[src/rtl/systolic_array_ctrl_pkg.sv]
// rtl/systolic_array_ctrl_pkg.sv - shared types, defaults and width helper for the systolic array sequencer
package systolic_array_ctrl_pkg;

  localparam int WIDTH_DATA   = 16;
  localparam int ROWS_DEF     = 4;
  localparam int COLS_DEF     = 4;
  localparam int K_MAX_DEF    = 256;
  localparam int T_MAX_DEF    = 1024;
  localparam int PIPE_LAT_DEF = 2;

  typedef enum logic [1:0] {
    ST_IDLE   = 2'd0,
    ST_STREAM = 2'd1,
    ST_FIN    = 2'd2
  } state_t;

  // Bits needed to index n distinct values, never less than one.
  function automatic int bits_for(input int n);
    return (n < 2) ? 1 : $clog2(n);
  endfunction

endpackage

[src/rtl/systolic_array_ctrl_skew_lane_gen.sv]
// rtl/systolic_array_ctrl_skew_lane_gen.sv - one skewed lane enable: offset <= t < offset + k_len
module skew_lane_gen #(
  parameter int TW = 9,
  parameter int KW = 9
) (
  input  logic [TW-1:0] t,
  input  logic [TW-1:0] offset,
  input  logic [KW-1:0] k_len,
  output logic          en
);

  // One extra bit so offset + k_len can never wrap.
  localparam int CW = ((TW > KW) ? TW : KW) + 1;

  logic [CW-1:0] t_x;
  logic [CW-1:0] lo_x;
  logic [CW-1:0] hi_x;

  // Window compare of the tile cycle counter against this lane's read window.
  always_comb begin
    t_x  = CW'(t);
    lo_x = CW'(offset);
    hi_x = lo_x + CW'(k_len);
    en   = (t_x >= lo_x) && (t_x < hi_x);
  end

endmodule

[src/rtl/systolic_array_ctrl.sv]
// rtl/systolic_array_ctrl.sv - tile sequencer driving skewed buffer reads and psum capture strobes
module systolic_array_ctrl
  import systolic_array_ctrl_pkg::*;
#(
  parameter int ROWS     = ROWS_DEF,
  parameter int COLS     = COLS_DEF,
  parameter int K_MAX    = K_MAX_DEF,
  parameter int T_MAX    = T_MAX_DEF,
  parameter int PIPE_LAT = PIPE_LAT_DEF
) (
  input  logic                          clk,
  input  logic                          rst_n,
  input  logic                          start,
  input  logic [bits_for(K_MAX+1)-1:0]  k_len,
  input  logic [bits_for(T_MAX+1)-1:0]  n_tiles,
  input  logic                          abort,
  output logic                          busy,
  output logic                          done,
  output logic                          aborted,
  output logic                          err,
  output logic [COLS-1:0]               w_rd_en,
  output logic [ROWS-1:0]               fm_rd_en,
  output logic [COLS-1:0]               psum_vld,
  output logic [bits_for(T_MAX)-1:0]    tile_idx
);

  localparam int KW  = bits_for(K_MAX + 1);
  localparam int NW  = bits_for(T_MAX + 1);
  localparam int TIW = bits_for(T_MAX);
  localparam int TW  = bits_for(K_MAX + ROWS + COLS + PIPE_LAT + 1);
  localparam int CW  = ((TW > KW) ? TW : KW) + 1;

  state_t          state;
  logic [TW-1:0]   t;
  logic [KW-1:0]   k_q;
  logic [NW-1:0]   n_q;

  logic [COLS-1:0] w_en_c;
  logic [ROWS-1:0] fm_en_c;
  logic [COLS-1:0] psum_c;
  logic [CW-1:0]   t_end;
  logic            at_end;
  logic            last_tile;
  logic            start_ok;

  // Weight lanes open at t = c, one column per cycle of skew.
  for (genvar c = 0; c < COLS; c++) begin : g_w_lane
    skew_lane_gen #(.TW(TW), .KW(KW)) u_w_lane (
      .t      (t),
      .offset (TW'(c)),
      .k_len  (k_q),
      .en     (w_en_c[c])
    );
  end

  // Fm lanes open one cycle later than the matching weight lane to cover the PE weight shift stage.
  for (genvar r = 0; r < ROWS; r++) begin : g_fm_lane
    skew_lane_gen #(.TW(TW), .KW(KW)) u_fm_lane (
      .t      (t),
      .offset (TW'(r + 1)),
      .k_len  (k_q),
      .en     (fm_en_c[r])
    );
  end

  // Bottom-row psum of column c is complete once the full skew plus pipeline latency has drained.
  for (genvar c = 0; c < COLS; c++) begin : g_psum
    assign psum_c[c] = (CW'(t) == (CW'(k_q) + CW'(ROWS + c + PIPE_LAT - 1)));
  end

  assign t_end     = CW'(k_q) + CW'(ROWS + COLS - 1 + PIPE_LAT);
  assign at_end    = (CW'(t) == t_end);
  assign last_tile = ((NW'(tile_idx) + NW'(1)) >= n_q);
  assign start_ok  = (k_len != '0) && (n_tiles != '0);

  // Job FSM, tile/cycle counters and all registered outputs.
  always_ff @(posedge clk or negedge rst_n) begin
    if (!rst_n) begin
      state    <= ST_IDLE;
      t        <= '0;
      tile_idx <= '0;
      k_q      <= '0;
      n_q      <= '0;
      busy     <= 1'b0;
      done     <= 1'b0;
      aborted  <= 1'b0;
      err      <= 1'b0;
      w_rd_en  <= '0;
      fm_rd_en <= '0;
      psum_vld <= '0;
    end else begin
      done     <= 1'b0;
      aborted  <= 1'b0;
      err      <= 1'b0;
      w_rd_en  <= '0;
      fm_rd_en <= '0;
      psum_vld <= '0;
      if (abort && (state != ST_IDLE)) begin
        state    <= ST_IDLE;
        busy     <= 1'b0;
        t        <= '0;
        tile_idx <= '0;
        aborted  <= 1'b1;
      end else begin
        case (state)
          ST_IDLE: begin
            if (start && !abort) begin
              if (start_ok) begin
                state    <= ST_STREAM;
                busy     <= 1'b1;
                k_q      <= k_len;
                n_q      <= n_tiles;
                t        <= '0;
                tile_idx <= '0;
              end else begin
                err <= 1'b1;
              end
            end
          end
          ST_STREAM: begin
            w_rd_en  <= w_en_c;
            fm_rd_en <= fm_en_c;
            psum_vld <= psum_c;
            if (at_end) begin
              t <= '0;
              if (last_tile) begin
                state <= ST_FIN;
                busy  <= 1'b0;
                done  <= 1'b1;
              end else begin
                tile_idx <= tile_idx + TIW'(1);
              end
            end else begin
              t <= t + TW'(1);
            end
          end
          ST_FIN: begin
            state <= ST_IDLE;
          end
          default: begin
            state <= ST_IDLE;
            busy  <= 1'b0;
          end
        endcase
      end
    end
  end

endmodule

[config.mk]
export PLATFORM = sky130hd
export DESIGN_NAME = systolic_array_ctrl
export DESIGN_NICKNAME = d
export VERILOG_FILES = /design/src/rtl/systolic_array_ctrl_pkg.sv /design/src/rtl/systolic_array_ctrl_skew_lane_gen.sv /design/src/rtl/systolic_array_ctrl.sv
export SDC_FILE = /design/constraint.sdc
export NUM_CORES = 1
export LEC_CHECK = 0
export ABC_AREA = 1
export CAP_MARGIN = 20
export CORE_MARGIN = 4
export CORE_UTILIZATION = 49
export CTS_CLUSTER_SIZE = 25
export DETAILED_ROUTE_END_ITERATION = 12
export PLACE_DENSITY_LB_ADDON = 0.25
export SKIP_LAST_GASP = 1
export SLEW_MARGIN = 20
export SYNTH_ARGS = -nofsm -noshare
export SYNTH_HDL_FRONTEND = slang
export SYNTH_SLANG_ARGS = --single-unit
[constraint.sdc]
create_clock -name clk -period 4.5 [get_ports clk]
set_input_delay 0.45 -clock clk [delete_from_list [all_inputs] [get_ports clk]]
set_output_delay 0.45 -clock clk [all_outputs]
set_load 0.05 [all_outputs]
==> run summary, run 1 <==
Outcome - completed
Die span in x - 111 um
Vias in the first global route - 4,937
Unrepaired setup endpoints after global routing - no
Post-CTS setup repair buffer count - 0
Largest net degree at the start of global routing - 55
LEAKAGE - 3.04 nW
Post-layout min period - 2.87 ns
Cell count after synthesis - 717
Iter 0 DRT Violations - 294
Sequential fraction of the synthesis area - 26.2%
Number of buffers added on ports - 49
Detailed Routing Iterations Pass 1 - 5
Final Slew Violations - 0
Ports - 50
Syn avg cell area - 7.20 um^2
Slew @ Worst Pin - 0.726 ns
Root buffer cell - clkbuf_8
Worst Path Buf+Inv - 2
Top delay family on crit path - simple AND/OR/NAND/NOR gates
N_diodes - 0
Slew HR - 51.5%
Vias - 5,053
Area of the multi-input gates - 3350 um^2
Reg clk slew, reported paths - 0.11 ns
Drt via density - 5.64
Number of max-cap violations - 0
Final hold viol count - 0
FF+latch area - 1350 um^2
PostCTS Resize Cnt - 0
First-pass GRT wire length - 24.7 mm
CP required - 4.71 ns
Most Frequent Cell on Critical Path - nand2_1
Crit path cell chain - ha_1, and3_1, nand4_1, nor2_1, nand2_1, nand2_1, inv_1, ha_1, nand2_1, nor2_1, nand3_1, nand4_1, clkinv_1, nand4_1, nand2_1
Synthesis-stage register bit count - 54
Sink Count - 54
Starting Density - 50.2%
Share of cells above drive strength 1 - 5.79%
CP Max Fanout - 10
Remaining global-route overflow - 0
Total GRT Usage - 24.5%
WL final - 15.1 mm
CP max stage cell - dfrtp_1
Power density over the cells - 497 nW/um^2
Startpoint Class - register
R2R Setup Slk - 1.63 ns
Clk Latency, worst-skew pair - 0.32 ns
Netlist Area Pre-Place - 5160 um^2
Final setup viols - 0
GPL Wtd Cong - 0.963
Full die area - 12,200 um^2
Core area - 10,300 um^2
Final ANT Viol Nets - 0
H-tree Lvls - 2
Final core utilization - 56.6%
Area delta synth->final - 12.8%
Grt met1 use - 31.0%
Final net count - 852
Filler instances - 1,014
# hold bufs at CTS - 0
CP Class - reg -> reg
Synth Net Count - 810
Clk_skew - 0.0119 ns
Setup TNS - 0 ns
CP endpoint kind - register
Die H - 111 um
CTS Buf Count - 5
Period utilization - 63.8%
CTS tree - built
GRT busiest layer - met2
M2 GR Usage - 42.2%
Hold crit path type - in -> async
Met3 usage - 3.67%
Max frequency - 0.348 GHz
Detailed-placement wirelength estimate - 12.0 mm
Initial antenna violation count - 0
Synthesis Warnings - 0
Drt drc - 0
Max clock buf depth - 2
Max IR drop VDD - 0.000256 V
Cell Rows - 37
Post-synth cell types - 44
Routed len/inst - 16.9 um
CP arrival - 3.08 ns
Worst path max stage delay - 0.49 ns
==> through the flow <==
step                area, um^2  instances  hold slack (ns)  setup WS (ns)  total power, W
floorplan                 5160        717            0.154           1.78         0.00208
global placement          5730        888            0.465           1.73         0.00256
detailed placement        5730        888            0.476           1.67         0.00259
CTS                       5820        896            0.295           1.62         0.00288
global route              5820        896            0.323           1.28         0.00315
finish                    5820        896            0.251           1.63         0.00289
==> cells by family (layout without fill, tap and decap cells) <==
| group | count (synthesis) | after routing | share of synthesized area, % |
|---|---|---|---|
| AOI/OAI and AO/OA | 98 | 98 | 10.3 |
| xor gates and xnor gates | 41 | 41 | 7.25 |
| adders and majority gates | 69 | 69 | 16.7 |
| buffers and inverters | 111 | 154 | 8.92 |
| DFF | 54 | 54 | 26.2 |
| and+or+nand+nor | 344 | 344 | 30.6 |
==> placed cells by master (no fill, tap or decap), types with 2 or more instances in the layout <==
master,netlist,routed
nand2_1,162,162
inv_1,82,82
nor2_1,73,73
ha_1,69,69
dfrtp_1,54,54
clkdlybuf4s50_1,0,48
nand3_1,42,42
a21oi_1,41,41
o21ai_0,35,35
xor2_1,32,32
nand4_1,29,29
inv_2,11,11
nor3_1,9,9
xnor2_1,7,7
nand2_4,5,5
nand2_2,5,5
o21ai_1,5,5
clkbuf_8,0,5
and3_1,4,4
nor4_1,3,3
o21a_1,3,3
o2111ai_1,3,3
nor2_4,3,3
buf_4,6,3
nor2_2,2,2
nand3b_1,2,2
o21bai_1,2,2
xnor2_2,2,2
o22ai_1,2,2
inv_6,0,2
==> layer usage <==
metal,share of wire (%),wire (um)
met4,3.3,502
met1,40,6130
met3,6.8,1030
met5,0,0
met2,49,7470
==> final cells by class <==
class,count,share of cell area [%]
Multi-Input combinational cell,552,57.5
Sequential cell,54,23.2
Timing Repair Buffer,52,8.73
Inverter,94,6.06
Tap cell,136,2.92
Clock buffer,5,1.18
Clock inverter,3,0.387
==> worst paths after layout <==
path                       depth (start not counted)           to         from
max in group asynchronous                          2  psum_vld[3]        rst_n
hold reg to reg                                    2       n_q[7]       n_q[7]
min in group clk                                   2       n_q[7]       n_q[7]
setup / recovery                                  15  tile_idx[6]  tile_idx[0]
setup reg to reg                                  15  tile_idx[6]  tile_idx[0]
hold / removal                                     2       k_q[3]        rst_n
==> cell usage after synthesis, drive strengths merged <==
library cell,instances,area share (%)
nand2,172,13
inv,93,6.8
nor2,79,6.6
ha,69,17
dfrtp,54,26
nand3,44,4.6
a21oi,41,4.0
o21ai,40,3.9
xor2,32,5.4
nand4,30,3.8
buf,11,1.6
nor3,9,0.87
xnor2,9,1.8
clkbuf,6,0.53
and3,4,0.48
nor4,3,0.36
o2111ai,3,0.51
o21a,3,0.44
a21boi,2,0.29
nand3b,2,0.29
o21bai,2,0.29
o22ai,2,0.24
a21o,1,0.15
a22oi,1,0.15
a31oi,1,0.12
clkinv,1,0.073
o211ai,1,0.15
o31ai,1,0.15
or2,1,0.12
==> state kept, by name (all words and copies together) (netlist names) <==
register and count:
tile_idx 10, err 1, done 1, psum_vld 4, state 2, fm_rd_en 4
t 9, w_rd_en 1, busy 1, k_q 9, n_q 11, aborted 1
==> where the power goes <==
group	total, W	internal, W	switching [W]
Combinational	0.00184	0.000628	0.00122
Sequential	0.000761	0.000581	0.000180
Clock	0.000290	0.000113	0.000177
==> worst reg2reg max path: stages, from the launching register on <==
cell and delay (ns):
dfrtp_1 0.49, ha_1 0.23, and3_1 0.23, nand4_1 0.14
nor2_1 0.11, nand2_1 0.08, nand2_1 0.08, inv_1 0.07
ha_1 0.30, nand2_1 0.06, nor2_1 0.14, nand3_1 0.12
nand4_1 0.19, clkinv_1 0.29, nand4_1 0.19, nand2_1 0.06
Power figures use the tool's default switching activity.
==> run 2: changes to the inputs <==
clock period = 2.6 ns   (was 4.5 ns; I/O delays follow)
==> run 2 against run 1 <==
Global-route usage is 0.78 points higher. Cell count increased by 5.4%. First-iteration DRC count up 45%. Sequential share of layout area decreased by 1.6 points. Critical path depth down 1. Critical path type unchanged. Highest routed layer unchanged.
==> run summary, run 2 (synthesis gave the netlist of run 1 again) <==
Number of buffers added on ports - 49
Largest net degree at the start of global routing - 55
Full die area - 12,200 um^2
Vias in the first global route - 5,118
Max layer used - met4
Total design power - 0.00544 W
Power density over the cells - 864 nW/um^2
Worst r2r path cells - 14
CP Class - reg -> reg
Initial antenna violation count - 0
Top reg by flops - n_q
Sink Count - 54
CTS Buf Count - 5
WL final - 16.2 mm
Final setup viols - 0
Clock network power share - 8.9%
Starting Density - 50.2%
Routed len/inst - 17.1 um
Remaining global-route overflow - 0
Final hold viol count - 0
Outcome - completed
Max clock buf depth - 2
Vias - 5,232
Startpoint Class - register
Logic pwr share - 69.5%
Most Frequent Cell on Critical Path - nand3_1
Die H - 111 um
Cell Rows - 37
Post-layout min period - 2.58 ns
Total GRT Usage - 25.3%
Slew @ Worst Pin - 0.716 ns
Met2 WL - 7.81 mm
Core area - 10,300 um^2
Worst path max stage delay - 0.44 ns
CP arrival - 2.79 ns
CP max stage cell - dfrtp_2
CTS tree - built
CP Max Fanout - 5
Sequential Power Share - 21.7%
Reg clk slew, reported paths - 0.11 ns
Die span in x - 111 um
M1 WL - 6.83 mm
Crit path cell chain - nand3_1, nor3_2, nand3_1, xor2_1, inv_1, ha_1, nand2_2, nor2_2, nand3_1, nand4_1, buf_6, clkinvlp_4, nand4_1, nand2_1
Ports - 50
Internal power - 0.00259 W
Drt via density - 5.54
Setup Slack @ Placement - -0.0511 ns
Max IR drop VDD - 0.000375 V
First-pass GRT wire length - 25.3 mm
Period utilization - 99.3%
Worst r2r src - tile_idx[1]
H-tree Lvls - 2
Biggest regs - n_q: 11 flops, tile_idx: 10 flops
R2R Setup Slk - 0.02 ns
Net switching power - 0.00285 W
Top delay family on crit path - simple AND/OR/NAND/NOR gates
Number of max-cap violations - 0
N_diodes - 0
Hold crit path type - in -> async
Slew HR - 52.3%
Most frequent cells in the layout - nand2_1 (159), inv_1 (80), nor2_1 (71), ha_1 (66), dfrtp_1 (49)
CP required - 2.81 ns
Max frequency - 0.387 GHz
Sw frac - 52.4%
Clk_skew - 0.0189 ns
Commonest non-fill, non-tap cell in the layout - nand2_1
Final worst slack - 0.0185 ns
Unrepaired setup endpoints after global routing - yes
Final net count - 900
Drt drc - 0
Iter 0 DRT Violations - 425
Share of cells above drive strength 1 - 14.0%
Met3 routed WL - 1.03 mm
Root buffer cell - clkbuf_8
Final ANT Viol Nets - 0
R2R Path End - tile_idx[2]
Flip-flop count of the largest register after layout - 11
Detailed Routing Iterations Pass 1 - 5
GPL Wtd Cong - 0.987
Clk Latency, worst-skew pair - 0.32 ns
LEAKAGE - 3.27 nW
Detailed-placement wirelength estimate - 12.5 mm
Worst Path Buf+Inv - 3
CP endpoint kind - register
Final Slew Violations - 0
Area delta synth->final - 21.9%
run 2: worst reg2reg max path, cell delays in order, from the launching register on:
cell        delay [ns]
dfrtp_2           0.44
nand3_1           0.17
nor3_2            0.22
nand3_1           0.12
xor2_1            0.15
inv_1             0.09
ha_1              0.32
nand2_2           0.09
nor2_2            0.16
nand3_1           0.11
nand4_1           0.13
buf_6             0.15
clkinvlp_4        0.15
nand4_1           0.13
nand2_1           0.06
run 2: metal layers:
layer / track usage, % / up-vias
met5: 0 / -
met4: 9.28 / 0
met3: 4.33 / 47
met2: 43.8 / 189
met1: 31.5 / 2457
li1: - / 2539
run 2: stage by stage:
stage                     instance area, um^2  TNS (ns)  utilization [%]  hold slack, ns  instances
final                                    6290         0             61.2          0.0730        944
after global routing                     6290    -0.762             61.2           0.139        944
after CTS                                6150         0             59.8           0.102        937
after detailed placement                 6050    -0.424             58.9           0.449        928
after global placement                   6050         0             58.9           0.436        928
after floorplan                          5160         0                -         -0.0356        717
run 2: what timing repair did:
item | 4_1_cts | 5_1_grt
setup buffers | 1 | 5
pin swaps | 0 | 27
gates cloned | 0 | 2
gates resized for setup | 2 | 21
setup endpoints to repair | 10 | 15
hold buffers | 0 | 0
hold endpoints to repair | 0 | 0
run 2: worst max path at each step:
stage                        endpoint         from  cells past startpoint  slack (ns)
after floorplan           tile_idx[5]  tile_idx[3]                     13        0.02
after global placement    tile_idx[6]  tile_idx[1]                     13        0.04
after detailed placement  tile_idx[2]  tile_idx[1]                     15       -0.05
after CTS                 tile_idx[5]  tile_idx[1]                     18        0.03
after global routing      tile_idx[9]  tile_idx[1]                     16        -0.1
final                     tile_idx[2]  tile_idx[1]                     14        0.02
run 2: power by group through the flow:
stage / sequential (W) / clock (W) / combinational [W]
detailed placement: 0.00118 / 0 / 0.00362
finish: 0.00118 / 0.000482 / 0.00378
global placement: 0.00118 / 0 / 0.00358
global route: 0.00120 / 0.000530 / 0.00417
floorplan: 0.00130 / 0 / 0.00230
CTS: 0.00116 / 0.000499 / 0.00365
run 2: area by class of cell:
type,instances,area (um^2)
fillers,967,3990
multi-input cells,553,3440
flip-flops and latches,54,1360
repair buffers,98,870
inverters,94,358
well taps,136,170
clock buffers,5,68.8
clock inverters,3,18.8
repair inverters,1,7.51
==> run 3: changes to the inputs <==
ABC_AREA = 0   (was 1)
SLEW_MARGIN = unset   (was 20)
==> run 3 against run 2 <==
Critical path depth shrank 3. Final area down 6.0%. Sequential power about the same. Maximum frequency rose by 0.23%. Utilization up 2.5 points. Hold slack improved by 0.37 ns. Count of clock-buffer cells in the layout stayed put. Power shrank 11%. Largest power group unchanged.
==> run summary, run 3 <==
Outcome - completed
R2R Path End - tile_idx[5]
Placed insts - 721
WL final - 12.4 mm
Cell count after synthesis - 520
CP endpoint kind - register
Clk Latency, worst-skew pair - 0.31 ns
Starting Density - 50.6%
Top-count cell post-synth - ha_1
Unrepaired setup endpoints after global routing - yes
Sw frac - 44.8%
Full die area - 11,200 um^2
CP Class - reg -> reg
Slew @ Worst Pin - 0.934 ns
Number of buffers added on ports - 49
Syn avg cell area - 9.04 um^2
Synth Net Count - 613
Largest net degree at the start of global routing - 21
Worst r2r src - k_q[1]
Detailed Routing Iterations Pass 1 - 4
Net switching power - 0.00218 W
Drt via density - 5.63
Startpoint Class - register
Total design power - 0.00485 W
Initial antenna violation count - 0
Area delta synth->final - 25.7%
Final worst slack - 0.0243 ns
Post-synth cell types - 60
Top reg by flops - n_q
Root buffer cell - clkbuf_8
Commonest non-fill, non-tap cell in the layout - ha_1
Die span in x - 106 um
Core area - 9280 um^2
Biggest regs - n_q: 11 flops, tile_idx: 10 flops
Ports - 50
Placed cell areas - 5630 um^2
First-pass GRT wire length - 20.7 mm
Commonest cells post-synth - ha_1 (69), dfrtp_1 (54), nand2_1 (52)
Max IR drop VDD - 0.000474 V
Post-layout min period - 2.58 ns
LEAKAGE - 2.66 nW
GPL Wtd Cong - 0.928
Cell Rows - 35
Drt drc - 0
Logic pwr share - 63.1%
Clk_skew - 0.00960 ns
Synthesis Warnings - 0
CTS Buf Count - 5
Netlist Area Pre-Place - 4700 um^2
Detailed-placement wirelength estimate - 10.0 mm
Final Slew Violations - 0
Internal power - 0.00268 W
Synthesis-stage register bit count - 54
Final net count - 699
Flip-flop count of the largest register after layout - 11
Total GRT Usage - 22.7%
Vias in the first global route - 4,135
Vias - 4,144
CP startpoint - k_q[1]
H-tree Lvls - 2
EDFF count, synth - 0
Synth top area share - 28.8%
Worst r2r path cells - 11
Synth area leader - dfrtp_1
Reg clk slew, reported paths - 0.11 ns
Number of max-cap violations - 0
CP Max Fanout - 7
Hold crit path type - in -> async
Setup Slack @ Placement - -0.0466 ns
Most frequent cells in the layout - ha_1 (65), nand2_1 (50), buf_4 (49), dfrtp_1 (48), clkdlybuf4s50_1 (48)
Period utilization - 99.1%
Share of cells above drive strength 1 - 20.3%
Final ANT Viol Nets - 0
FF+latch area - 1360 um^2
Setup TNS - 0 ns
Routed len/inst - 16.9 um
R2R Setup Slk - 0.02 ns
Largest cells by area after synthesis - dfrtp_1 (29%), ha_1 (18%), xnor2_1 (6.7%)
Slew HR - 37.3%
Iter 0 DRT Violations - 171
CTS tree - built
Fin area - 5910 um^2
Sequential fraction of the synthesis area - 28.8%
Area of the multi-input gates - 3270 um^2
Sequential Power Share - 24.7%
Remaining global-route overflow - 0
Clock network power share - 12.2%
CP required - 2.84 ns
Final hold viol count - 0
N_diodes - 0
Non-filler instance count after layout - 736
Final setup viols - 0
Max frequency - 0.388 GHz
CP arrival - 2.82 ns
Power density over the cells - 821 nW/um^2
Synth async-reset ratio - 100%
Max clock buf depth - 2
Die H - 106 um
Sink Count - 54
Filler instances - 826
Post-synth top flop - dfrtp_1
## run 3: power by group through the flow
| stage | registers (W) | logic [W] | clock network, W |
|---|---|---|---|
| 3_5_place_dp | 0.00122 | 0.00293 | 0 |
| 6_report | 0.00120 | 0.00306 | 0.000591 |
| 5_1_grt | 0.00123 | 0.00340 | 0.000640 |
| 3_3_place_gp | 0.00120 | 0.00287 | 0 |
| 2_1_floorplan | 0.00128 | 0.00196 | 0 |
| 4_1_cts | 0.00119 | 0.00297 | 0.000605 |
## run 3: cell families (layout without fill, tap and decap cells)
kind of cell,Yosys count,count (layout),synth area share [%]
flops,54,54,28.8
simple gates,161,162,17.2
buf+inv,53,139,5.17
mux,22,22,5.22
xor+xnor,45,45,9.19
fa+ha+maj,69,69,18.4
compound gates,116,116,16.1
## run 3: layout make-up
| class | instances | share of cell area [%] |
|---|---|---|
| Sequential cell | 54 | 23.0 |
| Multi-Input combinational cell | 414 | 55.3 |
| Timing Repair Buffer | 100 | 15.0 |
| Inverter | 31 | 2.01 |
| Clock buffer | 5 | 1.16 |
| Clock inverter | 3 | 0.826 |
| Tap cell | 129 | 2.73 |
## run 3: worst max-delay path: stages, from the launching register on
cell      delay [ns]
dfrtp_2         0.43
inv_2           0.07
ha_4            0.27
inv_2           0.04
ha_4            0.25
o211ai_1        0.08
or4_4           0.54
o31ai_4         0.25
buf_12          0.17
nand2_4         0.07
o21ai_1         0.18
a22o_1          0.15
## run 3: worst max-delay path by stage
stage / end / slack [ns] / depth (start not counted)
finish: tile_idx[5] / 0.02 / 11
global route: tile_idx[5] / -0.11 / 11
CTS: tile_idx[5] / -0.02 / 11
detailed placement: tile_idx[5] / -0.05 / 12
global placement: fm_rd_en[2] / 0.01 / 10
floorplan: tile_idx[3] / 0.007 / 10
## run 3: metrics by stage
stage / util, % / hold WS (ns)
global placement: 60.6 / 0.243
floorplan: - / -0.0356
global route: 63.6 / 0.473
finish: 63.6 / 0.447
detailed placement: 60.6 / 0.246
CTS: 62.1 / 0.448
## run 3: timing repair
action | 4_1_cts | 5_1_grt
endpoints found under the hold margin | 16 | 0
resized for setup | 2 | 30
pin swaps | 0 | 7
hold buffers | 1 | 0
buffers inserted | 1 | 4
cloned | 0 | 1
setup endpoints to repair | 9 | 19
## run 3: metal layers
metal / vias to the layer above / global-route usage (%) / wire length [um]
met5: - / 0 / 0
met4: 0 / 4.16 / 127
met3: 12 / 3.04 / 706
met2: 125 / 37.7 / 5790
met1: 1973 / 31.9 / 5780
li1: 2034 / - / -
